==> src/rtl/led_mode_scheduler_if.sv <==
// LED pattern scheduler port bundle.
// Master drives requests; slave returns LED state.
interface led_mode_scheduler_if;
  logic       mode_req;
  logic       pause;
  logic [7:0] led;
  logic [2:0] ld1;
  logic [2:0] ld2;
  logic [2:0] ld3;
  logic [2:0] ld4;
  logic [1:0] mode;
  logic       step_tick;

  modport master (
    output mode_req, pause,
    input  led, ld1, ld2, ld3, ld4,
    input  mode, step_tick
  );

  modport slave (
    input  mode_req, pause,
    output led, ld1, ld2, ld3, ld4,
    output mode, step_tick
  );
endinterface

==> src/rtl/led_mode_scheduler.sv <==
// LED pattern scheduler: prescaled 4-mode FSM.
// LED_ACTIVE_LOW_EN inverts led/ld1..ld4 at the port.
module led_mode_scheduler #(
  parameter int TICK_DIV  = 12_000_000,
  parameter int MODE_HOLD = 16
) (
  input logic                 clk,
  input logic                 rst,
  led_mode_scheduler_if.slave bus
);
  localparam int CW = (TICK_DIV > 2) ? $clog2(TICK_DIV) : 1;
  localparam int SW = (MODE_HOLD > 2) ? $clog2(MODE_HOLD) : 1;
  localparam logic [CW-1:0] CNT_MAX  = CW'(TICK_DIV - 1);
  localparam logic [SW-1:0] HOLD_MAX = SW'(MODE_HOLD - 1);

  typedef enum logic [1:0] {
    SHIFT_L  = 2'd0,
    SHIFT_R  = 2'd1,
    PINGPONG = 2'd2,
    BLINK    = 2'd3
  } mode_e;

  typedef enum logic {
    DIR_L = 1'b0,
    DIR_R = 1'b1
  } dir_e;

  mode_e         mode_q, mode_d, mode_nxt;
  dir_e          pp_dir_q, pp_dir_d, dir_nxt;
  logic [CW-1:0] cnt_q, cnt_d;
  logic [SW-1:0] step_cnt_q, step_cnt_d;
  logic [7:0]    led_q, led_d;
  logic [2:0]    colour_q, colour_d;
  logic [2:0]    ld_q [4];
  logic [2:0]    ld_d [4];
  logic          step_tick_q, step_tick_d;
  logic          step;

  function automatic logic [7:0] start_pat(mode_e m);
    logic [7:0] p;
    unique case (m)
      SHIFT_L:  p = 8'h01;
      SHIFT_R:  p = 8'h80;
      PINGPONG: p = 8'h01;
      BLINK:    p = 8'hFF;
      default:  p = 8'h01;
    endcase
    return p;
  endfunction

  // Next-state: mode_req beats step events; pause freezes the rest.
  always_comb begin
    mode_d      = mode_q;
    pp_dir_d    = pp_dir_q;
    cnt_d       = cnt_q;
    step_cnt_d  = step_cnt_q;
    led_d       = led_q;
    colour_d    = colour_q;
    step_tick_d = 1'b0;
    mode_nxt    = mode_e'(mode_q + 2'd1);
    step        = !bus.pause && (cnt_q == CNT_MAX);

    dir_nxt = pp_dir_q;
    if (pp_dir_q == DIR_L && led_q == 8'h80)
      dir_nxt = DIR_R;
    else if (pp_dir_q == DIR_R && led_q == 8'h01)
      dir_nxt = DIR_L;

    if (bus.mode_req) begin
      mode_d     = mode_nxt;
      led_d      = start_pat(mode_nxt);
      pp_dir_d   = DIR_L;
      cnt_d      = '0;
      step_cnt_d = '0;
    end else if (step) begin
      cnt_d       = '0;
      step_tick_d = 1'b1;
      colour_d    = colour_q + 3'd1;
      if (step_cnt_q == HOLD_MAX) begin
        mode_d     = mode_nxt;
        led_d      = start_pat(mode_nxt);
        pp_dir_d   = DIR_L;
        step_cnt_d = '0;
      end else begin
        step_cnt_d = step_cnt_q + 1'b1;
        unique case (mode_q)
          SHIFT_L: led_d = {led_q[6:0], led_q[7]};
          SHIFT_R: led_d = {led_q[0], led_q[7:1]};
          PINGPONG: begin
            pp_dir_d = dir_nxt;
            led_d = (dir_nxt == DIR_L) ?
                    (led_q << 1) : (led_q >> 1);
          end
          BLINK:   led_d = ~led_q;
          default: led_d = led_q;
        endcase
      end
    end else if (!bus.pause) begin
      cnt_d = cnt_q + 1'b1;
    end

    for (int n = 0; n < 4; n++)
      ld_d[n] = colour_d + 3'(n);
  end

  // State and output registers with synchronous reset.
  always_ff @(posedge clk) begin
    if (rst) begin
      mode_q      <= SHIFT_L;
      pp_dir_q    <= DIR_L;
      cnt_q       <= '0;
      step_cnt_q  <= '0;
      led_q       <= 8'h01;
      colour_q    <= 3'd0;
      step_tick_q <= 1'b0;
      for (int n = 0; n < 4; n++)
        ld_q[n] <= 3'(n);
    end else begin
      mode_q      <= mode_d;
      pp_dir_q    <= pp_dir_d;
      cnt_q       <= cnt_d;
      step_cnt_q  <= step_cnt_d;
      led_q       <= led_d;
      colour_q    <= colour_d;
      step_tick_q <= step_tick_d;
      for (int n = 0; n < 4; n++)
        ld_q[n] <= ld_d[n];
    end
  end

  assign bus.mode      = mode_q;
  assign bus.step_tick = step_tick_q;

`ifdef LED_ACTIVE_LOW_EN
  assign bus.led = ~led_q;
  assign bus.ld1 = ~ld_q[0];
  assign bus.ld2 = ~ld_q[1];
  assign bus.ld3 = ~ld_q[2];
  assign bus.ld4 = ~ld_q[3];
`else
  assign bus.led = led_q;
  assign bus.ld1 = ld_q[0];
  assign bus.ld2 = ld_q[1];
  assign bus.ld3 = ld_q[2];
  assign bus.ld4 = ld_q[3];
`endif
endmodule
==> src/flat_wrapper.sv <==
// flat-port wrapper written by rule: the top's interface ports become plain ports
module led_mode_scheduler_flat 
#(
  parameter int TICK_DIV  = 12_000_000,
  parameter int MODE_HOLD = 16
)
  (clk, rst, bus_mode_req, bus_pause, bus_led, bus_ld1, bus_ld2, bus_ld3, bus_ld4, bus_mode, bus_step_tick);
  led_mode_scheduler_if bus_i ();
  input logic clk;
  input logic rst;
  input wire logic [$bits(bus_i.mode_req)-1:0] bus_mode_req;
  input wire logic [$bits(bus_i.pause)-1:0] bus_pause;
  output wire logic [$bits(bus_i.led)-1:0] bus_led;
  output wire logic [$bits(bus_i.ld1)-1:0] bus_ld1;
  output wire logic [$bits(bus_i.ld2)-1:0] bus_ld2;
  output wire logic [$bits(bus_i.ld3)-1:0] bus_ld3;
  output wire logic [$bits(bus_i.ld4)-1:0] bus_ld4;
  output wire logic [$bits(bus_i.mode)-1:0] bus_mode;
  output wire logic [$bits(bus_i.step_tick)-1:0] bus_step_tick;
  assign bus_i.mode_req = bus_mode_req;
  assign bus_i.pause = bus_pause;
  assign bus_led = bus_i.led;
  assign bus_ld1 = bus_i.ld1;
  assign bus_ld2 = bus_i.ld2;
  assign bus_ld3 = bus_i.ld3;
  assign bus_ld4 = bus_i.ld4;
  assign bus_mode = bus_i.mode;
  assign bus_step_tick = bus_i.step_tick;
  led_mode_scheduler #(.TICK_DIV(TICK_DIV), .MODE_HOLD(MODE_HOLD)) u_core (.clk(clk), .rst(rst), .bus(bus_i));
endmodule
==> config.mk <==
export PLATFORM = sky130hd
export DESIGN_NAME = led_mode_scheduler_flat
export DESIGN_NICKNAME = d
export VERILOG_FILES = /design/src/rtl/led_mode_scheduler_if.sv /design/src/rtl/led_mode_scheduler.sv /design/src/flat_wrapper.sv
export SDC_FILE = /design/constraint.sdc
export NUM_CORES = 1
export LEC_CHECK = 0
export CAP_MARGIN = 15
export CORE_ASPECT_RATIO = 1.25
export CORE_MARGIN = 10
export CORE_UTILIZATION = 50
export CTS_BUF_LIST = sky130_fd_sc_hd__clkbuf_4 sky130_fd_sc_hd__clkbuf_8
export DETAILED_ROUTE_END_ITERATION = 7
export PLACE_DENSITY_LB_ADDON = 0.15
export REMOVE_ABC_BUFFERS = 1
export SETUP_SLACK_MARGIN = 0.5
export SLEW_MARGIN = 10
export SYNTH_ARGS = -nofsm -noshare
export SYNTH_HDL_FRONTEND = slang
export SYNTH_SLANG_ARGS = --single-unit
==> constraint.sdc <==
create_clock -name clk -period 5.1 [get_ports clk]
set_input_delay 0.51 -clock clk [delete_from_list [all_inputs] [get_ports clk]]
set_output_delay 0.51 -clock clk [all_outputs]
set_load 0.01 [all_outputs]
==> impl_metrics.yaml <==
route:
  drt-met1-wl_um: 2400
  drt_iter0_markers: 101
  wl_met2_um: 2880
  route.detailed.drc: 0
  vias_per_cell: 5.68
  met3_length_um: 236
  highest_layer: "met4"
  wirelength_um: 5650
  wl_per_cell_um: 14.5
  vias: 2211
  drt_first_pass_iters: 4
  ant_nets: 0
die:
  initial_core_util: 0.512
  die_area_mm2: 0.00841
  row_count: 29
  io_pins: 27
  die_h_um: 100
  core_area_mm2: 0.00501
  die_w_um: 84.0
pwr:
  power.leakage_nw: 1.02
  pwr-share-seq: 0.573
  p_switching_w: 0.000179
  switching_share: 0.254
  vdd_drop_max_v: 0.000143
  clockPowerShare: 0.322
  p_per_area_mw_per_mm2: 241
  combPwrFrac: 0.106
  internal_power_w: 0.000526
synthesis:
  synth_compound_area_frac: 0.146
  synth_top_family_by_area: "simple AND/OR/NAND/NOR gates"
  synth_simple_gate_area_frac: 0.250
  synth_top_area_share: 0.391
  synth_area_leaders: "dfxtp_1 (39%), nor2_1 (6.9%), xor2_1 (6.5%)"
  synthArstFlopShare: 0
  synth_area_per_cell_um2: 8.35
  yosysTopAreaCell: "dfxtp_1"
  ys_warn_count: 0
  seq_area_frac_synth: 0.391
  netlist_top_cells_count: "dfxtp_1 (50), nor2_1 (47), nand2_1 (28)"
  ys_ff_latch: 50
  syn_area_mm2: 0.00256
  synth_edf_count: 0
  synth_mux_area_frac: 0.0200
  ys.flop_type: "dfxtp_1"
  synthAdderAreaFrac: 0.0439
  netlist_instances: 307
  ys_types: 49
  synth.most_common_cell: "dfxtp_1"
  synth_xor_area_frac: 0.106
worst_setup_path:
  arrival_ns: 2.97
  worst_setup_path_end_kind: "flip-flop"
  r2r_end: "u_core.ld_q[1][2]"
  worstRegToRegCells: 9
  worst-path-max-fanout: 8
  startpoint_type: "primary input"
  ff2ff_setup_slack_ns: 2.56
  critical_path_class: "in -> reg"
  r2r_start: "u_core.cnt_q[0]"
  worst_ep_required_time_ns: 5.28
clock_tree:
  cts_buffers: 5
  cts_root_buf: "clkbuf_8"
  hold_buffers: 0
  cts_tree: "yes"
  cts_buffer_depth: 2
  ctsResizeCount: 0
  cts.reportedPaths.clkPinSlew_ns: 0.09
  clock_latency_ns: 0.30
  cts_setup_buffers: 0
  cts_sinks: 50
  cts_max_level: 2
timing:
  slew_violations: 0
  rsz0062_at_grt: "false"
  worst_pin_slew_ns: 0.782
  slew_headroom: 0.478
  fmax_mhz: 359
  final.min_clock_period_ns: 2.79
  clock_skew_ns: 0.0148
  hold_viol_final: 0
  period_share: 0.546
  setup_viol: 0
  setup_tns_ns: 0
cells_and_area:
  area_growth_pct: 14.2
  diodes: 0
  fill_cells: 495
  drive_gt1_frac: 0.0459
  fin_nets: 340
  final_cells: 389
global_routing:
  grt_pass1_vias: 2094
  grt_max_degree: 25
  grt_overflow_total: 0
  grt_pass1_wl_um: 9590
  grt_util_all_layers: 0.133
  antenna_found_initial: 0
placement:
  routabilityCongestion: 0.859
  io_buffers: 26
  dp.cells: 382
  place_hpwl_um: 4200
job:
  max_cap_violations: 0
run_status:
  status: "finished clean"
worst_hold_path:
  holdCritStartpoint: "u_core.step_cnt_q[1]"
  hold_depth: 2
  hold_end: "u_core.step_cnt_q[1]"
  hold_class: "reg -> reg"
-- layer usage --
metal	GRT usage	up-vias
met3	0.0308	12
met2	0.244	47
met4	0.0581	0
li1	-	1111
met5	0	-
met1	0.141	1041
-- per-stage QoR --
step | total power [W] | area (um^2) | setup slack [ns] | hold slack [ns] | util
floorplan | 0.000459 | 2500 | 2.81 | 0.462 | -
global placement | 0.000487 | 2840 | 2.11 | 0.476 | 0.567
detailed placement | 0.000487 | 2840 | 1.97 | 0.487 | 0.567
CTS | 0.000715 | 2930 | 2.29 | 0.502 | 0.584
global route | 0.000738 | 2930 | 2.10 | 0.535 | 0.584
finish | 0.000705 | 2930 | 2.31 | 0.501 | 0.584
-- critical path: stages --
cell	delay, ns
clkdlybuf4s50_1	0.48
and3b_1	0.32
nand2_1	0.22
nor4_2	0.47
mux2i_1	0.48
inv_1	0.09
ha_1	0.20
xor2_1	0.15
nor2_1	0.05
-- registers in the layout (all words and copies together) (netlist names) --
signal / count
u_core.bus.led: 8
u_core.bus.mode: 2
u_core.bus.step_tick: 1
u_core.cnt_q: 24
u_core.ld_q: 10
u_core.pp_dir_q: 1
u_core.step_cnt_q: 4
-- cells by family (layout without fill, tap and decap cells) --
logic type	count (synthesis)	in the layout
adders and majority gates	9	9
and+or+nand+nor	129	129
AOI/OAI and AO/OA	56	56
DFF	50	50
buffers and inverters	27	47
xor gates and xnor gates	31	31
muxes	5	5
-- power groups by stage --
stage | Sequential [W] | Clock, W | Combinational, W
2_1_floorplan | 0.000413 | 0 | 0.0000462
3_3_place_gp | 0.000413 | 0 | 0.0000743
3_5_place_dp | 0.000413 | 0 | 0.0000743
4_1_cts | 0.000404 | 0.000236 | 0.0000746
5_1_grt | 0.000405 | 0.000250 | 0.0000830
6_report | 0.000404 | 0.000227 | 0.0000746
-- cell usage in the layout, fill, tap and decap left out, drive strengths merged, types with 2 or more instances in the layout --
master and instances:
o31ai 3, xnor2 12, a31oi 2, o21ai 15, inv 14, o211ai 2, mux2i 4, and4 2
nor4 4, clkbuf 6, clkdlybuf4s50 26, nand4 5, nand2 28, nor3 8, o22ai 4, or4 2
nor2 49, ha 9, a21oi 10, xor2 19, nand4b 2, a21o 2, a2bb2oi 3, and3 4
nor2b 2, or3 4, dfxtp 50, a221oi 3, nand3 13, nor4bb 2, a22oi 5, nor3b 2
-- worst max-delay path by stage --
stage,start,to,slack [ns],cells after the start
floorplan,bus_pause,u_core.ld_q[1][2],2.81,8
global placement,bus_pause,u_core.ld_q[1][2],2.11,9
detailed placement,bus_pause,u_core.ld_q[1][2],1.97,9
CTS,bus_pause,u_core.ld_q[1][2],2.29,9
global route,bus_pause,u_core.ld_q[1][2],2.10,9
finish,bus_pause,u_core.ld_q[1][2],2.31,9
-- cell type report --
| type | instances | area (um^2) | share of cell area |
|---|---|---|---|
| timing repair buffer | 26 | 260 | 0.0890 |
| multi-input combinational | 230 | 1450 | 0.496 |
| clock inverter | 1 | 7.51 | 0.00257 |
| sequential | 50 | 1000 | 0.342 |
| inverter | 14 | 52.6 | 0.0180 |
| tap | 62 | 77.6 | 0.0265 |
| clock buffer | 6 | 76.3 | 0.0261 |
(Power assumes the default switching activity.)
